### src/rtl/ad9228_pkg.sv
// Shared types and constants for the AD9228 capture path.
package ad9228_pkg;

    localparam int unsigned ADC_DATA_WIDTH = 12;

    typedef enum logic [2:0] {
        IDLE    = 3'd0,
        FILL    = 3'd1,
        ARMED   = 3'd2,
        POST    = 3'd3,
        READOUT = 3'd4
    } capture_state_t;

endpackage

### src/rtl/ad9228_sample_ram.sv
// Simple dual-port sample buffer: one write port, one registered read port.
module ad9228_sample_ram
    import ad9228_pkg::*;
#(
    parameter int unsigned DATA_WIDTH = ADC_DATA_WIDTH,
    parameter int unsigned DEPTH      = 256,
    parameter int unsigned AW         = $clog2(DEPTH)
) (
    input  logic                  clk_i,
    input  logic                  we_i,
    input  logic [AW-1:0]         waddr_i,
    input  logic [DATA_WIDTH-1:0] wdata_i,
    input  logic                  re_i,
    input  logic [AW-1:0]         raddr_i,
    output logic [DATA_WIDTH-1:0] rdata_o
);

    logic [DATA_WIDTH-1:0] mem_q [DEPTH];
    logic [DATA_WIDTH-1:0] rdata_q;

    // Read data only changes on re_i, so it doubles as a holding stage.
    always_ff @(posedge clk_i) begin
        if (we_i) begin
            mem_q[waddr_i] <= wdata_i;
        end
        if (re_i) begin
            rdata_q <= mem_q[raddr_i];
        end
    end

    assign rdata_o = rdata_q;

endmodule

### src/rtl/ad9228_trigger_capture.sv
// Circular-buffer trigger capture on the gearbox word stream with a
// pre/post-trigger record played out on a valid/ready stream.
module ad9228_trigger_capture
    import ad9228_pkg::*;
#(
    parameter int unsigned DATA_WIDTH = ADC_DATA_WIDTH,
    parameter int unsigned DEPTH      = 256,
    parameter int unsigned AW         = $clog2(DEPTH)
) (
    input  logic                  dco,
    input  logic                  rst,
    input  logic [DATA_WIDTH-1:0] data_in,
    input  logic                  data_valid_in,
    input  logic                  arm,
    input  logic                  abort,
    input  logic [DATA_WIDTH-1:0] threshold,
    input  logic [AW:0]           pre_len,
    input  logic [AW:0]           post_len,
    output logic [DATA_WIDTH-1:0] m_data,
    output logic                  m_valid,
    input  logic                  m_ready,
    output logic                  m_last,
    output logic                  busy,
    output logic                  cfg_err
);

    localparam int unsigned CW = AW + 1;
    localparam int unsigned SW = AW + 2;

    capture_state_t        state_q, state_d;
    logic [AW-1:0]         wr_ptr_q, wr_ptr_d;
    logic [AW-1:0]         rd_ptr_q, rd_ptr_d;
    logic [AW-1:0]         trig_addr_q, trig_addr_d;
    logic [CW-1:0]         fill_cnt_q, fill_cnt_d;
    logic [CW-1:0]         post_cnt_q, post_cnt_d;
    logic [CW-1:0]         rd_left_q, rd_left_d;
    logic [CW-1:0]         pre_q, pre_d;
    logic [CW-1:0]         post_q, post_d;
    logic [DATA_WIDTH-1:0] thr_q, thr_d;
    logic [DATA_WIDTH-1:0] prev_q, prev_d;
    logic                  prev_vld_q, prev_vld_d;
    logic                  s1_vld_q, s1_vld_d;
    logic                  s1_last_q, s1_last_d;
    logic [DATA_WIDTH-1:0] m_data_q, m_data_d;
    logic                  m_valid_q, m_valid_d;
    logic                  m_last_q, m_last_d;
    logic                  busy_q, busy_d;
    logic                  cfg_err_q, cfg_err_d;

    logic [SW-1:0]         cfg_sum_c;
    logic                  cfg_ok_c;
    logic                  crossing_c;
    logic                  adv_out_c;
    logic                  rd_en_c;
    logic                  we_c;
    logic [DATA_WIDTH-1:0] rd_data_c;

    assign cfg_sum_c  = SW'(pre_len) + SW'(post_len);
    assign cfg_ok_c   = (post_len != '0) && (cfg_sum_c <= SW'(DEPTH));
    assign crossing_c = prev_vld_q && (prev_q < thr_q) && (data_in >= thr_q);
    assign adv_out_c  = !m_valid_q || m_ready;
    // RAM output acts as the first prefetch stage; refill it whenever it drains.
    assign rd_en_c    = (state_q == READOUT) && !abort && (rd_left_q != '0)
                        && (!s1_vld_q || adv_out_c);

    ad9228_sample_ram #(
        .DATA_WIDTH (DATA_WIDTH),
        .DEPTH      (DEPTH),
        .AW         (AW)
    ) u_ram (
        .clk_i   (dco),
        .we_i    (we_c),
        .waddr_i (wr_ptr_q),
        .wdata_i (data_in),
        .re_i    (rd_en_c),
        .raddr_i (rd_ptr_q),
        .rdata_o (rd_data_c)
    );

    always_ff @(posedge dco or posedge rst) begin
        if (rst) begin
            state_q     <= IDLE;
            wr_ptr_q    <= '0;
            rd_ptr_q    <= '0;
            trig_addr_q <= '0;
            fill_cnt_q  <= '0;
            post_cnt_q  <= '0;
            rd_left_q   <= '0;
            pre_q       <= '0;
            post_q      <= '0;
            thr_q       <= '0;
            prev_q      <= '0;
            prev_vld_q  <= 1'b0;
            s1_vld_q    <= 1'b0;
            s1_last_q   <= 1'b0;
            m_data_q    <= '0;
            m_valid_q   <= 1'b0;
            m_last_q    <= 1'b0;
            busy_q      <= 1'b0;
            cfg_err_q   <= 1'b0;
        end else begin
            state_q     <= state_d;
            wr_ptr_q    <= wr_ptr_d;
            rd_ptr_q    <= rd_ptr_d;
            trig_addr_q <= trig_addr_d;
            fill_cnt_q  <= fill_cnt_d;
            post_cnt_q  <= post_cnt_d;
            rd_left_q   <= rd_left_d;
            pre_q       <= pre_d;
            post_q      <= post_d;
            thr_q       <= thr_d;
            prev_q      <= prev_d;
            prev_vld_q  <= prev_vld_d;
            s1_vld_q    <= s1_vld_d;
            s1_last_q   <= s1_last_d;
            m_data_q    <= m_data_d;
            m_valid_q   <= m_valid_d;
            m_last_q    <= m_last_d;
            busy_q      <= busy_d;
            cfg_err_q   <= cfg_err_d;
        end
    end

    always_comb begin
        state_d     = state_q;
        wr_ptr_d    = wr_ptr_q;
        rd_ptr_d    = rd_ptr_q;
        trig_addr_d = trig_addr_q;
        fill_cnt_d  = fill_cnt_q;
        post_cnt_d  = post_cnt_q;
        rd_left_d   = rd_left_q;
        pre_d       = pre_q;
        post_d      = post_q;
        thr_d       = thr_q;
        prev_d      = prev_q;
        prev_vld_d  = prev_vld_q;
        s1_vld_d    = s1_vld_q;
        s1_last_d   = s1_last_q;
        m_data_d    = m_data_q;
        m_valid_d   = m_valid_q;
        m_last_d    = m_last_q;
        cfg_err_d   = cfg_err_q;
        we_c        = 1'b0;

        case (state_q)
            IDLE: begin
                if (arm) begin
                    if (cfg_ok_c) begin
                        thr_d      = threshold;
                        pre_d      = pre_len;
                        post_d     = post_len;
                        fill_cnt_d = '0;
                        post_cnt_d = '0;
                        prev_vld_d = 1'b0;
                        cfg_err_d  = 1'b0;
                        state_d    = (pre_len != '0) ? FILL : ARMED;
                    end else begin
                        cfg_err_d  = 1'b1;
                    end
                end
            end
            FILL: begin
                if (data_valid_in) begin
                    we_c       = 1'b1;
                    wr_ptr_d   = wr_ptr_q + AW'(1);
                    fill_cnt_d = fill_cnt_q + CW'(1);
                    prev_d     = data_in;
                    prev_vld_d = 1'b1;
                    if (fill_cnt_q + CW'(1) == pre_q) begin
                        state_d = ARMED;
                    end
                end
            end
            ARMED: begin
                if (data_valid_in) begin
                    we_c       = 1'b1;
                    wr_ptr_d   = wr_ptr_q + AW'(1);
                    prev_d     = data_in;
                    prev_vld_d = 1'b1;
                    if (crossing_c) begin
                        trig_addr_d = wr_ptr_q;
                        post_cnt_d  = CW'(1);
                        state_d     = (post_q > CW'(1)) ? POST : READOUT;
                    end
                end
            end
            POST: begin
                if (data_valid_in) begin
                    we_c       = 1'b1;
                    wr_ptr_d   = wr_ptr_q + AW'(1);
                    prev_d     = data_in;
                    post_cnt_d = post_cnt_q + CW'(1);
                    if (post_cnt_q + CW'(1) == post_q) begin
                        state_d = READOUT;
                    end
                end
            end
            READOUT: begin
                if (rd_en_c) begin
                    rd_ptr_d  = rd_ptr_q + AW'(1);
                    rd_left_d = rd_left_q - CW'(1);
                    s1_vld_d  = 1'b1;
                    s1_last_d = (rd_left_q == CW'(1));
                end else if (adv_out_c) begin
                    s1_vld_d  = 1'b0;
                end
                if (adv_out_c) begin
                    m_valid_d = s1_vld_q;
                    m_last_d  = s1_vld_q && s1_last_q;
                    if (s1_vld_q) begin
                        m_data_d = rd_data_c;
                    end
                end
                if (m_valid_q && m_ready && m_last_q) begin
                    state_d   = IDLE;
                    m_valid_d = 1'b0;
                    m_last_d  = 1'b0;
                end
            end
            default: state_d = IDLE;
        endcase

        // Readout begins pre_len samples before the trigger sample's address.
        if ((state_q != READOUT) && (state_d == READOUT)) begin
            rd_ptr_d  = trig_addr_d - AW'(pre_q);
            rd_left_d = CW'(pre_q + post_q);
            s1_vld_d  = 1'b0;
            s1_last_d = 1'b0;
        end

        if (abort) begin
            state_d   = IDLE;
            we_c      = 1'b0;
            wr_ptr_d  = wr_ptr_q;
            cfg_err_d = cfg_err_q;
            s1_vld_d  = 1'b0;
            s1_last_d = 1'b0;
            m_valid_d = 1'b0;
            m_last_d  = 1'b0;
        end

        busy_d = (state_d != IDLE);
    end

    assign m_data  = m_data_q;
    assign m_valid = m_valid_q;
    assign m_last  = m_last_q;
    assign busy    = busy_q;
    assign cfg_err = cfg_err_q;

endmodule
### config.mk
export PLATFORM = sky130hd
export DESIGN_NAME = ad9228_trigger_capture
export DESIGN_NICKNAME = d
export VERILOG_FILES = /design/src/rtl/ad9228_pkg.sv /design/src/rtl/ad9228_sample_ram.sv /design/src/rtl/ad9228_trigger_capture.sv
export SDC_FILE = /design/constraint.sdc
export NUM_CORES = 2
export LEC_CHECK = 0
export ABC_AREA = 1
export BUFFER_PORTS_ARGS = -buffer_cell sky130_fd_sc_hd__buf_2
export CORE_ASPECT_RATIO = 0.8
export CORE_MARGIN = 8
export CORE_UTILIZATION = 47
export DETAILED_ROUTE_END_ITERATION = 8
export SLEW_MARGIN = 0
export SYNTH_ARGS = -nofsm -noshare
export SYNTH_HDL_FRONTEND = slang
export SYNTH_SLANG_ARGS = --single-unit
export TNS_END_PERCENT = 20
### constraint.sdc
create_clock -name dco -period 10.8 [get_ports dco]
set_input_delay 2.7 -clock dco [delete_from_list [all_inputs] [get_ports dco]]
set_output_delay 2.7 -clock dco [all_outputs]
set_load 0.01 [all_outputs]
# Word level (Yosys, flattened, before mapping)
# Memories as Yosys holds them, arrays and structs flattened. A register that Yosys moved wholly into a read port is not among the register bits.
# Index checks and enable logic that the tools add are counted.
# Widths: inputs -> output; s select.
# totals
reg_bits	115
latch_bits	0
mem_bits_rw	3072
romBits	0
input_bits	48
output_inout_bits	16
elab_cells	150
mem_count	1
# memory_table
memory	depth	word_bits	rd	rd_ports_with_merged_regs	wr	line	text
u_ram.mem_q	256	12	1	1	1	ad9228_sample_ram.sv:18	logic [DATA_WIDTH-1:0] mem_q [DEPTH];
# classes
add_sub_neg	8
n_mul	0
n_div	0
n_lt_le_gt_ge	4
n_eq_ne	16
n_shift	0
n_mux	57
bitwise_logic	1
reduce_logical	44
# ops
operator	n
$mux 9	9
$mux 8	6
$mux 3	11
$pmux 9 s3	1
$reduce_bool 9->1	3
$mux 1	26
$add 9x1->9 const B	2
$eq 9x9->1	2
$pmux 9 s2	1
$add 8x1->8 const B	2
$pmux 3 s5	1
$reduce_bool 3->1	5
$ge 12x12->1	1
$lt 12x12->1	1
$ne 2x2->1 const B	6
$reduce_and 3->1	4
$add 9x9->10	1
$le 10x9->1 const B	1
$logic_and 1x1->1	10
$reduce_and 2->1	5
$reduce_bool 2->1	5
$add 9x9->9	1
$eq 9x1->1 const B	1
$gt 9x1->1 const B	1
other kinds (18)	24

# Logic depth before layout (Yosys ltp)
# depth
word_depth	10
depth_mapped	27
mapped_depth_nobuf	27

# Modules after synthesis
# From an unflattened synthesis, not the netlist that was laid out.
# unflattened
cells_unflattened	11299
area_unflattened_um2	132595.9
# by_module_without_submodules
mod	instances	cells_each	area_each_um2
ad9228_sample_ram	1	10311	125001.1
ad9228_trigger_capture	1	988	7594.8

# Worst setup path before layout
# Ideal clock, no wire load.
# synth_timing
path_type	input to register
from	in data_in[11]
to	reg rd_ptr_q[6]
setup_ns	0.120
arrival_time_ns	5.445
path_slack_ns	5.234
stages	21
n_path_buf	0
path_cell_list	ha_1 -> nand2_1 -> nor2_1 -> and2_1 -> nand2_1 -> nand4_1 -> nand2_1 -> nor2_1 -> nand2_1 -> inv_1 -> or2_2 -> o21ai_0 -> ha_1 -> fa_1 -> o21ai_0 -> nand2_1 -> a21oi_1 -> nor2_1 -> xnor2_1 -> o21ai_1 -> nand2_1
# synth_between
elab_chain_cells	9
# synth_rtl
element	line	text
from (decl)	ad9228_trigger_capture.sv:12	input logic [DATA_WIDTH-1:0] data_in,
$ge 12x12->1 (*)	ad9228_trigger_capture.sv:60	assign crossing_c = prev_vld_q && (prev_q < thr_q) && (data_in >= thr_q);
$logic_and 1x1->1 (*)	ad9228_trigger_capture.sv:60	
branches (longest 7 deep; another with $sub 8x8->8)	--	
to (signal assigned)	ad9228_trigger_capture.sv:104	rd_ptr_q <= rd_ptr_d;
to (decl)	ad9228_trigger_capture.sv:32	logic [AW-1:0] rd_ptr_q, rd_ptr_d;
# Mark *: on every way between the ends.
# A chain may end at the register's enable or synchronous reset.

# Worst setup path in the final report
# layout_timing
from	in data_valid_in
to	mem u_ram.mem_q[227][9] in the netlist's numbering (enable)
# layout_between
elab_chain_cells	5
# layout_rtl
element	line	text
from (decl)	ad9228_trigger_capture.sv:13	input logic data_valid_in,
$mux 1	ad9228_trigger_capture.sv:163, ad9228_trigger_capture.sv:175, ad9228_trigger_capture.sv:188	
$mux 1	--	
$mux 1	ad9228_trigger_capture.sv:231	if (abort) begin
$mux 1	ad9228_sample_ram.sv:23	if (we_i) begin
$mux 1 (not written as such)	ad9228_sample_ram.sv:24	mem_q[waddr_i] <= wdata_i;
to (decl)	ad9228_sample_ram.sv:18	
# Every way passes these cells.

==> impl_metrics.toml <==
[sta]
grt_setup_unrepaired = "no"
finalSetupViolCount = 0
fmax_ghz = 0.157
finalHoldViolCount = 0
slew_headroom_pct = 5.48
skew_ps = 41.2
tightest_slew_ps = 1410
finalCriticalPeriod_ps = 6370
post-route-period-util_pct = 59.0
slew_violations = 0
fin_tns_setup_ps = 0

[pwr]
seqPwrFrac_pct = 51.5
total_power_mw = 26.8
p_sw_mw = 6.46
p_comb_share_pct = 7.4
p_leak_nw = 45.4
p_per_area_nw_per_um2 = 189
clkPwrFrac_pct = 41.1
switching_share_pct = 24.1
vdd_ir_drop_max_uv = 180
internal_power_mw = 20.3

[floorplan]
die_w_um = 601
start_util_pct = 47.3
num_rows = 171
fp.dieH_um = 484
ios = 64
dieArea_sq_um = 291000
core_area_sq_um = 272000

[routing]
finalWirelength_mm = 402
viasPerCell = 6.34
vias = 85300
drt_iter0_drc = 13300
final_antenna_net_count = 0
route.detailed.drc = 0
avgRoutedWirePerCell_um = 29.9
firstDrtPassIters = 9

[yosys]
async_reset_ff_share_pct = 3.59
synth_cells = 9763
synth-edff-count = 3084
netlist.area_leader.share_pct = 72.0
yosysTopAreaCell = "edfxtp_1"
ys_seq_area_share_pct = 74.3
yosys_most_used_dff = "edfxtp_1"
yosys-top-cells-area = "edfxtp_1, o21ai_0, nor2_1, o221ai_1, dfrtp_1"
synth_nets = 9870
synth_cell_type_count = 50
avgSynthCellArea_sq_um = 13.2
ys_ff_latch = 3199
netlist_area_sq_um = 129000
yosys_warnings = 0

[clock_tree]
clkSinkCount = 3199
clkSlewWorstSetupHoldPaths_ps = 60
cts-buffers-inserted = 323
cts_setup_buffers = 0
ctsResizeCount = 0
clk-insertion-delay-late_ps = 890
hold_buffers = 0
h-tree-depth = 5
cts.path.max_buffers = 4
tritoncts = "built"
root_buffer = "clkbuf_16"

[setup_path]
r2r_setup_slack_ps = 4910
crit_start = "data_valid_in"
r2r_start = "rd_ptr_q[0]"
timing.rr.end = "u_ram.rdata_o[0]"
cp_top_family = "simple AND/OR/NAND/NOR gates"
critPathLaunchType = "input pin"
crit_arrival_ps = 6840
reg2reg_depth = 13
critPathSlowestCell = "nor2_1"
crit_path_max_incr_delay_ps = 1180
critPathMaxFanout = 15
worstSetupPathType = "input pin to flop"
critical_path_buf_inv_count = 4
endpoint_kind = "flop"
path_cells = "buf_2 > inv_1 > nor3_2 > inv_1 > nor2_4 > buf_4 > nand4_1 > nor2_1"
cp_common_cell = "inv_1"
cp.required_ps = 11270

[global_routing]
use_met2_pct = 36.7
grt_max_degree = 221
overflow = 0
grt_pass1_vias = 79900
grt_use_total_pct = 26.6
grt_first_pass_wirelength_mm = 574
grt-busiest-layer = "met1"
use_met1_pct = 40.1
antenna_found_initial = 26
use_met3_pct = 8.30

[layout]
final_common_cell = "edfxtp_1"
fin_nets = 9681
drive_above_1_share_pct = 7.43
layout_common_cells = "edfxtp_1, nor2_1, o21ai_0, o221ai_1, nand3_1"
area_growth_pct = 10.4

[min_path]
whs_path_depth = 1
hold_end = "m_data[11]"
hold_class = "flop to flop"
hp-start = "u_ram.rdata_o[11]"

[placement]
io_buffers = 63
gp_congestion = 0.930
hpwl_mm = 239

[run_status]
status = "complete, no violations"

[run]
max_cap_violations = 0
final cells by class:
class	count	area [sq um]
multi-input cells	5688	29400
clock inverters	193	1650
inverters	164	657
well taps	3633	4550
flip-flops and latches	3199	95500
diodes	13	32.5
repair buffers	198	1650
clock buffers	380	8510
fillers	22700	130000
state kept, by name (all words and copies together) (netlist names):
register	count
u_ram.mem_q	3072
m_data	12
prev_q	12
thr_q	12
u_ram.rdata_o	12
fill_cnt_q	9
post_cnt_q	9
post_q	9
pre_q	9
rd_left_q	9
rd_ptr_q	8
trig_addr_q	8
wr_ptr_q	8
state_q	3
busy	1
cfg_err	1
m_last	1
m_valid	1
prev_vld_q	1
s1_last_q	1
s1_vld_q	1
power by group through the flow:
stage / Clock [mW] / Combinational (mW) / Sequential, mW
global placement: 0 / 1.92 / 14.0
global route: 11.5 / 2.08 / 13.8
detailed placement: 0 / 1.92 / 14.0
floorplan: 0 / 0.859 / 14.0
CTS: 11.1 / 1.92 / 13.8
finish: 11.0 / 1.98 / 13.8
synth_stat cells, types with 3 or more instances:
cell	number
nand3b_1	5
or2_2	3
clkbuf_2	4
a31oi_1	4
nand2_4	3
clkbuf_1	439
nor4_1	8
xnor2_1	10
nand4_1	18
dfrtp_1	115
mux2i_1	21
ha_1	56
buf_1	19
nand3_1	417
nor2_1	1938
fa_1	3
o21ai_1	57
buf_2	205
nor3_2	3
mux2_2	12
edfxtp_1	3084
inv_2	4
nand2_2	4
o21bai_1	3
o22ai_1	254
o221ai_1	458
nand2_1	397
buf_6	14
o211ai_1	310
nor3_1	15
o21ai_0	1524
clkinv_1	9
inv_1	150
a21oi_1	113
nor2_2	6
buf_4	30
xor2_1	32
worst max-delay path by stage:
stage	slack (ps)	cells after the start	endpoint
6_report	4430	8	u_ram.mem_q[227][9]
2_1_floorplan	5060	1	busy
5_1_grt	4250	25	rd_ptr_q[7]
4_1_cts	4580	8	u_ram.mem_q[227][9]
3_3_place_gp	3700	25	rd_ptr_q[7]
3_5_place_dp	3630	8	u_ram.mem_q[227][3]
stage by stage:
stage / instance area (sq um) / utilization [%] / cells / hold WS [ps] / setup slack (ps)
2_1_floorplan: 129000 / - / 9763 / 441 / 5060
3_3_place_gp: 132000 / 48.5 / 12900 / 457 / 3700
3_5_place_dp: 132000 / 48.5 / 12900 / 470 / 3630
4_1_cts: 142000 / 52.2 / 13500 / 486 / 4580
5_1_grt: 142000 / 52.2 / 13500 / 495 / 4250
6_report: 142000 / 52.2 / 13500 / 482 / 4430
worst reg2reg max path: stages, from the launching register on:
cell and delay, ps:
dfrtp_4 980, buf_4 680, buf_12 540, buf_4 1130
nor2_1 150, nor2_1 200, o21ai_0 170, o211ai_1 150
o211ai_1 160, a21oi_1 440, o21ai_1 140, nand3_1 360
nand3_1 240, nand2_1 340
cell families (layout without fill, tap and decap cells):
family / Yosys count / in the layout / synth area share, %
flops: 3199 / 3199 / 74.3
mux: 33 / 33 / 0.269
fa+ha+maj: 59 / 59 / 0.592
buf+inv: 876 / 935 / 2.94
other cells: 0 / 13 / 0
xor+xnor: 42 / 42 / 0.286
simple gates: 2823 / 2823 / 8.80
compound gates: 2731 / 2731 / 12.8
metal layers:
metal / share of wire, % / wire length (um)
met1: 42 / 170000
met2: 41 / 165000
met3: 14 / 54400
met4: 3.2 / 12900
met5: 0.035 / 141
Power figures use the tool's default switching activity.
